**src/rtl/dm_store_buf.sv**
```systemverilog
// Two-entry store buffer between the pipeline and data memory. It encodes
// SW/SH/SB into lane-aligned beats, drains them in order and flags load hazards.
module dm_store_buf (
   input  logic        clk,
   input  logic        reset,
   input  logic        st_valid,
   output logic        st_ready,
   input  logic [31:0] st_addr,
   input  logic [31:0] st_data,
   input  logic [1:0]  storeOp,
   output logic        misalign,
   output logic        mem_valid,
   input  logic        mem_ready,
   output logic [31:0] mem_addr,
   output logic [31:0] mem_wdata,
   output logic [3:0]  mem_be,
   input  logic [31:0] ld_addr,
   output logic        ld_hit,
   output logic        empty
);

   // Handshakes: a transfer happens on a rising edge where valid && ready;
   // valid never depends on ready, and payload holds while valid && !ready.

   logic [29:0] ent_addr [2];
   logic [31:0] ent_data [2];
   logic [3:0]  ent_be   [2];
   logic        wr_ptr;
   logic        rd_ptr;
   logic        nxt_ptr;
   logic [1:0]  count;

   logic        bad;
   logic [3:0]  enc_be;
   logic [31:0] enc_data;
   logic        accept;
   logic        push;
   logic        pop;
   logic        unused_ld_low;

   always_comb begin
      bad      = 1'b0;
      enc_be   = 4'b0000;
      enc_data = 32'h0;
      case (storeOp)
         2'b00: begin
            bad      = (st_addr[1:0] != 2'b00);
            enc_be   = 4'b1111;
            enc_data = st_data;
         end
         2'b01: begin
            bad      = st_addr[0];
            enc_be   = st_addr[1] ? 4'b1100 : 4'b0011;
            enc_data = {2{st_data[15:0]}};
         end
         2'b10: begin
            enc_be   = 4'b0001 << st_addr[1:0];
            enc_data = {4{st_data[7:0]}};
         end
         default: bad = 1'b1;
      endcase
   end

   assign st_ready  = (count != 2'd2);
   assign accept    = st_valid && st_ready;
   assign push      = accept && !bad;
   assign mem_valid = (count != 2'd0);
   assign pop       = mem_valid && mem_ready;
   assign empty     = (count == 2'd0);
   assign nxt_ptr   = rd_ptr ^ 1'b1;

   always_ff @(posedge clk) begin
      if (!reset) begin
         count    <= 2'd0;
         wr_ptr   <= 1'b0;
         rd_ptr   <= 1'b0;
         misalign <= 1'b0;
      end else begin
         misalign <= accept && bad;
         if (push) wr_ptr <= ~wr_ptr;
         if (pop)  rd_ptr <= ~rd_ptr;
         case ({push, pop})
            2'b10:   count <= count + 2'd1;
            2'b01:   count <= count - 2'd1;
            default: count <= count;
         endcase
      end
   end

   // Payload storage needs no reset: count alone decides what is valid.
   always_ff @(posedge clk) begin
      if (reset && push) begin
         ent_addr[wr_ptr] <= st_addr[31:2];
         ent_data[wr_ptr] <= enc_data;
         ent_be[wr_ptr]   <= enc_be;
      end
   end

   assign mem_addr  = mem_valid ? {ent_addr[rd_ptr], 2'b00} : 32'h0;
   assign mem_wdata = mem_valid ? ent_data[rd_ptr] : 32'h0;
   assign mem_be    = mem_valid ? ent_be[rd_ptr] : 4'b0000;

   // Only the word index matters for a hazard; byte offset bits are ignored.
   assign ld_hit = ((count != 2'd0) && (ent_addr[rd_ptr]  == ld_addr[31:2])) ||
                   ((count == 2'd2) && (ent_addr[nxt_ptr] == ld_addr[31:2]));
   assign unused_ld_low = ^ld_addr[1:0];

endmodule
```
**config.mk**
```make
export PLATFORM = sky130hd
export DESIGN_NAME = dm_store_buf
export DESIGN_NICKNAME = d
export VERILOG_FILES = /design/src/rtl/dm_store_buf.sv
export SDC_FILE = /design/constraint.sdc
export NUM_CORES = 1
export LEC_CHECK = 0
export ABC_AREA = 1
export CORE_ASPECT_RATIO = 1.2
export CORE_MARGIN = 2
export CORE_UTILIZATION = 40
export DETAILED_ROUTE_END_ITERATION = 10
export GPL_ROUTABILITY_DRIVEN = 1
export PLACE_DENSITY = 0.66
export SLEW_MARGIN = 20
export SYNTH_ARGS = -nofsm -noshare
export SYNTH_HDL_FRONTEND = slang
export SYNTH_SLANG_ARGS = --single-unit
```
**constraint.sdc**
```tcl
create_clock -name clk -period 10.4 [get_ports clk]
set_clock_uncertainty 0.05 [all_clocks]
set_input_delay 2.08 -clock clk [delete_from_list [all_inputs] [get_ports clk]]
set_output_delay 2.08 -clock clk [all_outputs]
set_load 0.02 [all_outputs]
```
After elaboration in Yosys (flattened, before gate mapping)
Memory sizes are Yosys's and may differ from the RTL's. A register that Yosys moved wholly into a read port is not among the register bits.
Cells that the tools add are included.
Storage, ports and cells
  word-level logic and storage cells: 50
  bits in read-only memories: 0
  memories: 3
  bits of input ports: 102
  register bits after elaboration: 5
  output and inout port bits: 73
  RAM bits: 132
  bits in latches: 0
Operators by class
  order comparisons: 0
  div/mod/pow operators: 0
  reduce and logical (&&, ||, !) cells: 14
  bitwise logic cells: 2
  equality and inequality tests: 8
  shift-type cells: 1
  muxes and demuxes: 16
  multipliers: 0
  $add $sub $neg: 2
Memory list
  ent_data: depth 2, width 32, read ports 1, clocked after Yosys merged registers in 1, wr ports 1, line 26  | logic [31:0] ent_data [2];
  ent_addr: depth 2, width 30, read ports 2, clocked after Yosys merged registers in 1, wr ports 1, line 25  | logic [29:0] ent_addr [2];
  ent_be: depth 2, width 4, read ports 1, clocked after Yosys merged registers in 1, wr ports 1, line 27  | logic [3:0] ent_be [2];
Operator list (count)
  32-bit case mux with 3 select lines: 1
  32-bit 2-to-1 mux: 2
  30-bit == test: 2
  4-bit case mux with 3 select lines: 1
  1-bit 2-to-1 mux: 8
  4-bit 2-to-1 mux: 2
  1-bit logical AND: 7
  2-bit == test (second input constant): 3
  2-bit nonzero test: 3
  2-bit by 1-bit == test with 1-bit output (second input constant): 2
  2-bit logical NOT: 2
  2-bit case mux with 2 select lines: 1
  1-bit by 2-bit left shift with 4-bit output (first input constant): 1
  1-bit case mux with 3 select lines: 1
  2-bit by 1-bit adder with 2-bit output (second input constant): 1
  2-bit inequality test (second input constant): 1
  1-bit NOT: 2
  2-bit by 1-bit subtractor with 2-bit output (second input constant): 1
  1-bit logical NOT: 1
  1-bit logical OR: 1

Longest topological paths before layout
  word-level depth: 7
  depth in mapped cells: 13
  mapped depth without buffers: 12

Worst setup path after synthesis
No wires, ideal clock.
  kind: input to register
  start point: in storeOp[1]
  end point: mem ent_addr[1][0] (enable)
  cell stages on the path: 6
  data required time: 9.779 ns
  slack: 2.528 ns
  setup time: 0.571 ns
  arrival: 7.251 ns
  buffers on the path: 1
  cell sequence: buf_2 > inv_1 > nor2_2 > a31o_2 > nand2_1 > nor3_1
On the way
  cells in the longest elaborated chain, start to end: 7
  elaborated cells between the ends (all ways): 9
  classes of those cells: eq/ne: 2; mux: 3; reduce/logical: 4
Ends and longest elaborated chain
  start, declared: line 10  | input logic [1:0] storeOp,
  2-bit == test (tied with other cells): line 45  | case (storeOp)
  1-bit case mux with 3 select lines (*): line 45
  1-bit logical NOT (*): line 66  | assign push = accept && !bad;
  1-bit logical AND (*): line 66
  1-bit logical AND (*): line 92  | if (reset && push) begin
  1-bit 2-to-1 mux (*): line 92
  1-bit 2-to-1 mux (implied by the code) (*): line 93  | ent_addr[wr_ptr] <= st_addr[31:2];
  end, declared: line 25
Every way passes the cells marked *; elsewhere a longest branch is shown, timed or not.

Worst setup path after layout
  start point: in ld_addr[18]
  end point: out ld_hit
On the way
  cells in the longest elaborated chain, start to end: 3
  elaborated cells between the ends (all ways): 5
  classes of those cells: eq/ne: 2; reduce/logical: 3
Ends and longest elaborated chain
  start, declared: line 17  | input logic [31:0] ld_addr,
  30-bit == test, on equally long branches: line 104, 105
  1-bit logical AND, on equally long branches: line 104, 105
  1-bit logical OR (*): line 104  | assign ld_hit = ((count != 2'd0) && (ent_addr[rd_ptr] == ld_addr[31:2])) ||
  end, declared: line 18  | output logic ld_hit,
Marked as above.

==> flow_metrics.env <==
export IMPL_antennaDiodeCount=0
export IMPL_initial_core_util_pct=40.8
export IMPL_io_buffers=170
export IMPL_routed_wl_um=20700
export IMPL_hold_viol=0
export IMPL_synth_area_per_cell_um2=8.01
export IMPL_netlist_instances=926
export IMPL_grt_ovfl_total=0
export IMPL_ys_warn_count=0
export IMPL_yosys_area_top_type="edfxtp_1"
export IMPL_fp_dieH_um=153
export IMPL_die_area_mm2=0.0197
export IMPL_worst_setup_path_end_kind="output pin"
export IMPL_post_route_period_util_pct=59.1
export IMPL_drcViolationCount=0
export IMPL_routed_via_density=4.99
export IMPL_postRouteAntennaNets=0
export IMPL_holdPathStages=2
export IMPL_area_delta_synth_final_pct=33.0
export IMPL_path_class="in2out"
export IMPL_fill_cells=1712
export IMPL_core_mm2=0.0182
export IMPL_ys_seq_elements=138
export IMPL_status="complete, no violations"
export IMPL_drv_cap=0
export IMPL_io_pins=175
export IMPL_tightest_slew_ns=1.05
export IMPL_cts_max_path_buffers=2
export IMPL_holdWs_ns=0.414
export IMPL_grt_pass1_wl_um=32000
export IMPL_cts_root_buf="clkbuf_16"
export IMPL_post_cts_buffers=0
export IMPL_power_w=0.00170
export IMPL_dr_pass1_iters=5
export IMPL_cts_hold_repair_buffers=0
export IMPL_rrSetupSlack_ns=7.71
export IMPL_clk_pin_slew_worst_paths_ns=0.06
export IMPL_gp_congestion=0.859
export IMPL_final_core_util_pct=54.3
export IMPL_crit_reg2reg_launch="count[1]$_SDFFE_PN0P_"
export IMPL_hold_end="wr_ptr$_SDFFE_PN0P_"
export IMPL_worstSkewPairLatency_ns=0.42
export IMPL_htreeDepth=4
export IMPL_synth_top_area_share_pct=53.4
export IMPL_grt_max_degree=77
export IMPL_worstPathMaxFanout=3
export IMPL_grt_pass1_vias=6246
export IMPL_route_vias_total=6616
export IMPL_cts_tree="built"
export IMPL_cts_inserted_buffers=17
export IMPL_finalSetupViolCount=0
export IMPL_drt_iter0_drc=326
export IMPL_power_leakage_nw=4.24
export IMPL_fmax_mhz=163
export IMPL_ys_types=24
export IMPL_required_ns=8.27
export IMPL_instances_no_fill=1325
export IMPL_rsz0062_at_grt="false"
export IMPL_placedCellCount=1293
export IMPL_ys_seq_area_share_pct=55.1
export IMPL_report_final_slew_viol_count=0
export IMPL_die_w_um=128
export IMPL_start_kind="input pin"
export IMPL_cp_arrival_ns=4.01
export IMPL_rows=54
export IMPL_relSlewSlack_pct=29.5
export IMPL_power_density_mw_per_mm2=172
export IMPL_worst_r2r_cell_count=8
export IMPL_cts_resized=0
export IMPL_grtUsageTotal_pct=21.3
export IMPL_netlist_area_mm2=0.00742
export IMPL_wl_per_cell_um=15.6
export IMPL_dp_hpwl_um=14200
export IMPL_fin_nets=1191
export IMPL_r2r_end="ent_data[0][1]$_DFFE_PP_"
export IMPL_antenna_found_initial=3
export IMPL_hold_class="reg2reg"
export IMPL_drive_gt1_share_pct=4.36
export IMPL_min_from="wr_ptr$_SDFFE_PN0P_"
export IMPL_vdd_drop_max_mv=0.0934
export IMPL_clock_sinks=138
export IMPL_period_needed_ns=6.14
export IMPL_tns_ns=0
export IMPL_synth_area_leaders="edfxtp_1 (53%), nand2_1 (20%), nand3_1 (5.6%)"
==> power by group <==
group	internal (W)	leakage, nW	switching, W	total, W
logic	0.000174	2.69	0.000282	0.000456
clock network	0.000344	0.296	0.000265	0.000609
registers	0.000628	1.25	0.00000492	0.000633
total	0.00115	4.24	0.000551	0.00170
==> layout by cell type, fill, tap and decap left out, types with 2 or more instances in the layout <==
master           instances
edfxtp_1               132
clkinv_4                 2
clkinv_1                 3
o211ai_1                11
inv_2                    4
nand4_1                  4
clkbuf_16               17
conb_1                   2
nand2_1                400
nand3_1                 83
inv_8                    5
nor2_1                  33
inv_1                  107
dfxtp_1                  5
clkdlybuf4s50_1        170
o21ai_0                 26
inv_6                    6
a21oi_1                 73
buf_4                    7
==> through the flow <==
stage                     worst slack [ns]  area, um^2
after global placement                4.30        9270
after global routing                  4.08        9870
after detailed placement              4.28        9270
after CTS                             4.27        9870
after floorplan                       2.53        7420
final                                 4.26        9870
==> worst max-delay path, cell delays in order <==
cell	delay (ns)
clkdlybuf4s50_1	0.45
inv_1	0.09
nand3_1	0.08
nand2_1	0.17
nand2_1	0.09
nor2_1	0.09
nand2_1	0.09
nor2_1	0.12
nand2_1	0.06
nand2_1	0.08
clkdlybuf4s50_1	0.60
==> kinds of logic after synthesis <==
kind of cell / Yosys count / share of synthesized area, %
fa+ha+maj: 1 / 0.169
flops: 138 / 55.1
compound gates: 111 / 7.91
simple gates: 525 / 28.2
other cells: 1 / 0.0506
buf+inv: 149 / 8.49
xor+xnor: 1 / 0.118
==> how the worst max path moves through the flow <==
stage | depth (start not counted) | slack [ns] | to | startpoint
2_1_floorplan | 6 | 2.53 | ent_addr[1][0]$_DFFE_PP_ | storeOp[1]
3_3_place_gp | 11 | 4.30 | ld_hit | ld_addr[18]
4_1_cts | 11 | 4.27 | ld_hit | ld_addr[18]
3_5_place_dp | 11 | 4.28 | ld_hit | ld_addr[18]
5_1_grt | 15 | 4.08 | ld_hit | flop
6_report | 11 | 4.26 | ld_hit | ld_addr[18]
==> cell usage after synthesis <==
cell and n:
a21oi_1 73, a31o_2 1, buf_1 6, buf_2 17
buf_4 5, buf_6 4, clkbuf_1 3, clkinv_1 3
conb_1 1, dfxtp_1 6, edfxtp_1 132, ha_1 1
inv_1 108, inv_2 3, nand2_1 400, nand3_1 83
nand4_1 4, nor2_1 34, nor2_2 1, nor3_1 2
o211ai_1 11, o21ai_0 26, or2_1 1, xor2_1 1
==> state kept, by name, indices dropped and copies added (netlist names), named ones only <==
name      count
rd_ptr        1
ent_addr     60
misalign      1
wr_ptr        1
count         2
ent_data     64
ent_be        8
==> layer usage <==
layer,up-vias,track usage [%],part of all wire (%)
li1,3331,-,-
met1,3016,25.2,40
met2,246,37.3,51
met3,19,5.71,7.8
met4,4,6.86,1.3
met5,-,0,0.13
==> cell type report <==
class | count | area (um^2) | area share (%)
Multi-Input combinational cell | 640 | 2720 | 27.6
Inverter | 114 | 428 | 4.34
Clock inverter | 15 | 173 | 1.75
Timing Repair Buffer | 177 | 1750 | 17.8
Sequential cell | 138 | 4090 | 41.4
Tap cell | 224 | 280 | 2.84
Clock buffer | 17 | 425 | 4.31
(Power assumes the default switching activity.)
